File: config.mk
export PLATFORM = sky130hd
export DESIGN_NAME = bird_launcher
export DESIGN_NICKNAME = d
export VERILOG_FILES = /design/src/rtl/bird_launcher_pkg.sv /design/src/rtl/bird_launcher_key_sync_edge.sv /design/src/rtl/bird_launcher.sv
export SDC_FILE = /design/constraint.sdc
export NUM_CORES = 1
export LEC_CHECK = 0
export ABC_AREA = 1
export CORE_UTILIZATION = 30
export DETAILED_ROUTE_END_ITERATION = 10
export REMOVE_ABC_BUFFERS = 1
export SLEW_MARGIN = 25
export SYNTH_ARGS = -nofsm -noshare
export SYNTH_HDL_FRONTEND = slang
export SYNTH_SLANG_ARGS = --single-unit
File: constraint.sdc
create_clock -name clk -period 3.1 [get_ports clk]
set_clock_uncertainty 0.1 [all_clocks]
set_input_delay 0.775 -clock clk [delete_from_list [all_inputs] [get_ports clk]]
set_output_delay 0.775 -clock clk [all_outputs]
set_load 0.01 [all_outputs]
File: src/rtl/bird_launcher_pkg.sv
// Shared game definitions for the bird launcher: state encoding, fixed-point
// scale, output widths and the launch speed computation.
package bird_launcher_pkg;

    localparam int FIXED_POINT_MULTIPLIER = 64;
    localparam int SPEED_W                = 11;
    localparam int BIRD_W                 = 3;
    localparam int MAX_SPEED              = 1023;

    typedef enum logic [2:0] {
        ST_IDLE,
        ST_CHARGING,
        ST_ARMED,
        ST_IN_FLIGHT,
        ST_COOLDOWN,
        ST_EMPTY
    } launcher_state_t;

    // Wide arithmetic so large parameters clamp instead of wrapping.
    function automatic logic [SPEED_W-1:0] calc_speed(input int charge,
                                                      input int min_speed,
                                                      input int step);
        int raw;
        raw = min_speed + charge * step;
        if (raw > MAX_SPEED) raw = MAX_SPEED;
        if (raw < 0)         raw = 0;
        return raw[SPEED_W-1:0];
    endfunction

endpackage

File: src/rtl/bird_launcher_key_sync_edge.sv
// Two-flop synchronizer for an asynchronous key, with one-clock rise/fall
// pulses taken from the synchronized copy.
module key_sync_edge (
    input  logic clk,
    input  logic resetN,
    input  logic key_i,
    output logic key_sync_o,
    output logic rise_o,
    output logic fall_o
);

    logic sync1_q, sync2_q, prev_q;

    always_ff @(posedge clk or negedge resetN) begin
        if (!resetN) begin
            sync1_q <= 1'b0;
            sync2_q <= 1'b0;
            prev_q  <= 1'b0;
        end else begin
            sync1_q <= key_i;
            sync2_q <= sync1_q;
            prev_q  <= sync2_q;
        end
    end

    assign key_sync_o = sync2_q;
    assign rise_o     = sync2_q & ~prev_q;
    assign fall_o     = ~sync2_q & prev_q;

endmodule

File: src/rtl/bird_launcher.sv
// Launch controller: charges on a held fire key, requests a bird show and
// tracks flight, cooldown and bird count. BIRD_LAUNCHER_AUTO_RELOAD_EN enables
// automatic reload after RELOAD_FRAMES frames in EMPTY.
module bird_launcher
    import bird_launcher_pkg::*;
#(
    parameter int MIN_SPEED       = FIXED_POINT_MULTIPLIER,
    parameter int SPEED_STEP      = 16,
    parameter int MAX_CHARGE      = 15,
    parameter int BIRDS_PER_GAME  = 3,
    parameter int COOLDOWN_FRAMES = 8,
    parameter int ARM_TIMEOUT     = 30,
    parameter int RELOAD_FRAMES   = 60
) (
    input  logic                      clk,
    input  logic                      resetN,
    input  logic                      startOfFrame,
    input  logic                      fireKey,
    input  logic                      newGame,
    input  logic                      shootBirdPulse,
    input  logic                      displayBird,
    output logic                      showBird,
    output logic signed [SPEED_W-1:0] launchSpeed,
    output logic [3:0]                chargeLevel,
    output logic [BIRD_W-1:0]         birdsLeft,
    output logic                      launcherBusy
);

    launcher_state_t      state_q, state_d;
    logic [3:0]           charge_q, charge_d;
    logic [SPEED_W-1:0]   speed_q, speed_d;
    logic [BIRD_W-1:0]    birds_q, birds_d;
    logic                 show_q, show_d;
    logic [15:0]          cnt_q, cnt_d;
    logic                 seen_q, seen_d;
    logic                 key_held, key_rise, key_fall;

    key_sync_edge u_fire_sync (
        .clk        (clk),
        .resetN     (resetN),
        .key_i      (fireKey),
        .key_sync_o (key_held),
        .rise_o     (key_rise),
        .fall_o     (key_fall)
    );

    always_ff @(posedge clk or negedge resetN) begin
        if (!resetN) begin
            state_q  <= ST_IDLE;
            charge_q <= '0;
            speed_q  <= SPEED_W'(MIN_SPEED);
            birds_q  <= BIRD_W'(BIRDS_PER_GAME);
            show_q   <= 1'b0;
            cnt_q    <= '0;
            seen_q   <= 1'b0;
        end else begin
            state_q  <= state_d;
            charge_q <= charge_d;
            speed_q  <= speed_d;
            birds_q  <= birds_d;
            show_q   <= show_d;
            cnt_q    <= cnt_d;
            seen_q   <= seen_d;
        end
    end

    always_comb begin
        state_d  = state_q;
        charge_d = charge_q;
        speed_d  = speed_q;
        birds_d  = birds_q;
        show_d   = show_q;
        cnt_d    = cnt_q;
        seen_d   = seen_q;
        if (newGame) begin
            state_d  = ST_IDLE;
            charge_d = '0;
            birds_d  = BIRD_W'(BIRDS_PER_GAME);
            show_d   = 1'b0;
            cnt_d    = '0;
            seen_d   = 1'b0;
        end else begin
            unique case (state_q)
                ST_IDLE: begin
                    if (key_rise && birds_q != '0) begin
                        state_d  = ST_CHARGING;
                        charge_d = '0;
                    end
                end
                ST_CHARGING: begin
                    // A release in the same cycle as a frame tick uses the pre-increment charge.
                    if (key_fall) begin
                        speed_d = calc_speed(int'(charge_q), MIN_SPEED, SPEED_STEP);
                        show_d  = 1'b1;
                        cnt_d   = '0;
                        state_d = ST_ARMED;
                    end else if (startOfFrame && key_held && charge_q < 4'(MAX_CHARGE)) begin
                        charge_d = charge_q + 4'd1;
                    end
                end
                ST_ARMED: begin
                    if (shootBirdPulse) begin
                        show_d   = 1'b0;
                        birds_d  = birds_q - BIRD_W'(1);
                        charge_d = '0;
                        cnt_d    = '0;
                        seen_d   = 1'b0;
                        state_d  = ST_IN_FLIGHT;
                    end else if (startOfFrame) begin
                        if (cnt_q == 16'(ARM_TIMEOUT - 1)) begin
                            show_d  = 1'b0;
                            cnt_d   = '0;
                            state_d = ST_IDLE;
                        end else begin
                            cnt_d = cnt_q + 16'd1;
                        end
                    end
                end
                ST_IN_FLIGHT: begin
                    // seen_q marks that the bird has been visible; a low after that is the fall.
                    if (displayBird) begin
                        seen_d = 1'b1;
                    end else if (seen_q) begin
                        cnt_d   = '0;
                        state_d = ST_COOLDOWN;
                    end else if (startOfFrame) begin
                        if (cnt_q == 16'd1) begin
                            cnt_d   = '0;
                            state_d = ST_COOLDOWN;
                        end else begin
                            cnt_d = cnt_q + 16'd1;
                        end
                    end
                end
                ST_COOLDOWN: begin
                    if (startOfFrame) begin
                        if (cnt_q == 16'(COOLDOWN_FRAMES - 1)) begin
                            cnt_d   = '0;
                            state_d = (birds_q != '0) ? ST_IDLE : ST_EMPTY;
                        end else begin
                            cnt_d = cnt_q + 16'd1;
                        end
                    end
                end
                ST_EMPTY: begin
`ifdef BIRD_LAUNCHER_AUTO_RELOAD_EN
                    if (startOfFrame) begin
                        if (cnt_q == 16'(RELOAD_FRAMES - 1)) begin
                            cnt_d   = '0;
                            birds_d = BIRD_W'(BIRDS_PER_GAME);
                            state_d = ST_IDLE;
                        end else begin
                            cnt_d = cnt_q + 16'd1;
                        end
                    end
`else
                    state_d = ST_EMPTY;
`endif
                end
                default: state_d = ST_IDLE;
            endcase
        end
    end

    assign showBird     = show_q;
    assign launchSpeed  = signed'(speed_q);
    assign chargeLevel  = charge_q;
    assign birdsLeft    = birds_q;
    assign launcherBusy = (state_q != ST_IDLE);

endmodule
==> impl_metrics.env <==
export IMPL_outcome="completed"
export IMPL_vias=2384
export IMPL_crit_type="primary input to flop"
export IMPL_place_gp_congestion=0.876
export IMPL_cts_buffers=5
export IMPL_antenna_cells=0
export IMPL_rsz0062_at_grt="no"
export IMPL_finish_instance_area_sq_um=2980
export IMPL_yosysUniqueCellTypes=40
export IMPL_whs_ns=0.257
export IMPL_min_from="u_fire_sync.sync1_q"
export IMPL_grt_pass1_vias=2300
export IMPL_finalSetupViolations=0
export IMPL_hp_class="flop to flop"
export IMPL_intPower_mw=0.914
export IMPL_vias_per_cell=4.86
export IMPL_wl_per_cell_um=12.9
export IMPL_core_area_sq_um=8300
export IMPL_wirelength_um=6320
export IMPL_initial_core_util=0.315
export IMPL_first_pass_iters=4
export IMPL_ant_nets=0
export IMPL_grt_max_degree=37
export IMPL_grtUsageTotal=0.156
export IMPL_r2r_cells=9
export IMPL_die_h_um=95.3
export IMPL_synth_seq_area_share=0.346
export IMPL_total_power_mw=1.56
export IMPL_ys_async_sr_fraction=1.00
export IMPL_drive_above_1_share=0.135
export IMPL_arrival_ns=2.67
export IMPL_max_freq_ghz=0.386
export IMPL_ir_drop_v=0.000270
export IMPL_drt_iter0_markers=143
export IMPL_sw_frac_of_total=0.414
export IMPL_drc=0
export IMPL_holdPathEnd="u_fire_sync.key_sync_o"
export IMPL_yosys_warnings=0
export IMPL_final_max_slew_viol_count=0
export IMPL_cts_max_level=2
export IMPL_hold_path_depth=0
export IMPL_crit_path_max_fanout=15
export IMPL_synthFlopType="dfrtp_1"
export IMPL_pin_count=27
export IMPL_p_seq_frac=0.362
export IMPL_worstMarginPinSlew_ns=0.841
export IMPL_yosys_area_top_type="dfrtp_1"
export IMPL_netlist_area_sq_um=2610
export IMPL_final_cell_mix="nand2_1 (91), nand3_1 (43), inv_1 (41), nor2_1 (41), dfrtp_1 (33)"
export IMPL_grt_first_pass_wirelength_um=10900
export IMPL_grt_antenna_before_repair=0
export IMPL_final_common_cell="nand2_1"
export IMPL_postCtsSetupRepairBufs=0
export IMPL_path_clk_slew_ns=0.07
export IMPL_synth_edf_count=0
export IMPL_combPwrFrac=0.410
export IMPL_worst_slack_ns=0.512
export IMPL_rows=33
export IMPL_clkPwrFrac=0.227
export IMPL_ys_seq_elements=36
export IMPL_dp_hpwl_um=4770
export IMPL_nets=398
export IMPL_portBuffers=20
export IMPL_hold_viol=0
export IMPL_synth_top_area_share=0.316
export IMPL_reg2reg_slack_ns=1.02
export IMPL_cts_sinks=36
export IMPL_period_share=0.835
export IMPL_fin_tns_setup_ns=0
export IMPL_dieArea_sq_um=9080
export IMPL_critPathLaunchType="primary input"
export IMPL_area_delta_synth_final_pct=14.2
export IMPL_instances_no_fill=491
export IMPL_max_cap_violations=0
export IMPL_r2r_end="chargeLevel[0]"
export IMPL_r2r_start="birdsLeft[0]"
export IMPL_cts_hold_buf=0
export IMPL_cts_resized=0
export IMPL_critPathRequiredTime_ns=3.18
export IMPL_p_leak_nw=1.45
export IMPL_fin_util=0.359
export IMPL_avgSynthCellArea_sq_um=7.21
export IMPL_overflow=0
export IMPL_cp_end_kind="flop"
export IMPL_switchingPower_mw=0.645
export IMPL_clk_latency_ns=0.29
export IMPL_place_inst=483
export IMPL_netlist_instances=362
export IMPL_max_slew_margin_rel=0.439
export IMPL_cts_tree="done"
export IMPL_dpl_worst_slack_ns=0.206
export IMPL_fp_dieW_um=95.3
export IMPL_min_period_ns=2.59
export IMPL_root_buffer="clkbuf_8"
export IMPL_synth_area_leaders="dfrtp_1 (32%), nand2_1 (13%), nand3_1 (8.2%)"
export IMPL_p_per_area_nw_per_um2=523
export IMPL_cts_path_max_buffers=2
export IMPL_placed_area_sq_um=2890
registers in the layout, summed over array words and instances (netlist names):
| signal | count |
|---|---|
| cnt_q | 16 |
| launchSpeed | 5 |
| chargeLevel | 4 |
| birdsLeft | 3 |
| state_q | 3 |
| seen_q | 1 |
| showBird | 1 |
| u_fire_sync.key_sync_o | 1 |
| u_fire_sync.prev_q | 1 |
| u_fire_sync.sync1_q | 1 |
cells by family (layout without fill, tap and decap cells):
| logic type | count (synthesis) | count (layout) | share of synthesized area |
|---|---|---|---|
| AOI/OAI and AO/OA | 40 | 40 | 0.105 |
| xor gates and xnor gates | 1 | 1 | 0.00335 |
| adders and majority gates | 6 | 6 | 0.0287 |
| buffers and inverters | 57 | 76 | 0.0973 |
| DFF | 36 | 36 | 0.346 |
| muxes | 3 | 3 | 0.0129 |
| other | 1 | 6 | 0.00144 |
| and+or+nand+nor | 218 | 218 | 0.405 |
worst max-delay path: stages:
cell and delay, ns:
clkdlybuf4s50_1 0.64, inv_1 0.43, nand2_1 0.12, nor2_2 0.24, nor2_8 0.08, nand2_8 0.13, inv_8 0.07, nand2_8 0.12
o21ai_2 0.06
worst max path at each step:
| stage | startpoint | to | slack [ns] | depth (start not counted) |
|---|---|---|---|---|
| floorplan | newGame | cnt_q[2] | 1.20 | 8 |
| global placement | newGame | cnt_q[2] | 0.28 | 9 |
| detailed placement | newGame | cnt_q[2] | 0.21 | 9 |
| CTS | newGame | cnt_q[0] | 0.52 | 9 |
| global route | newGame | chargeLevel[0] | 0.35 | 8 |
| finish | newGame | cnt_q[10] | 0.51 | 9 |
synthesized netlist by cell type (2+ instances only):
cell type  count
nand2_4        2
nand2_1       91
buf_4          6
mux2_1         3
nor3_1         4
dfrtp_1       33
buf_2          2
nor2_4         3
inv_2          6
a21oi_1        8
o21ai_2        9
nand2_2        4
o21ai_0        9
nor2_1        41
nor2_2         5
dfstp_2        3
or2_2          3
o21bai_1       6
nand3_1       43
ha_1           6
nand2_8        2
inv_1         41
nand4_1       15
final cells by class:
cell class	count	area [sq um]
clock buffer	6	82.6
clock inverter	2	10.0
fill	886	5320
inverter	48	188
multi-input combinational	274	1470
sequential	36	905
tap	105	131
timing repair buffer	20	195
power by group through the flow:
| stage | logic (mW) | clock network (mW) | registers, mW |
|---|---|---|---|
| finish | 0.640 | 0.354 | 0.565 |
| global route | 0.709 | 0.393 | 0.574 |
| CTS | 0.643 | 0.367 | 0.566 |
| detailed placement | 0.640 | 0 | 0.575 |
| global placement | 0.627 | 0 | 0.574 |
| floorplan | 0.435 | 0 | 0.579 |
metal layers:
metal | vias to the layer above | global-route usage | wire [um] | part of all wire
met4 | 0 | 0.0366 | 34 | 0.0054
met2 | 42 | 0.259 | 2890 | 0.46
met3 | 5 | 0.0359 | 259 | 0.041
met5 | - | 0 | 0 | 0
li1 | 1212 | - | - | -
met1 | 1125 | 0.203 | 3140 | 0.50
No activity file was read; power rests on OpenSTA's default activity.
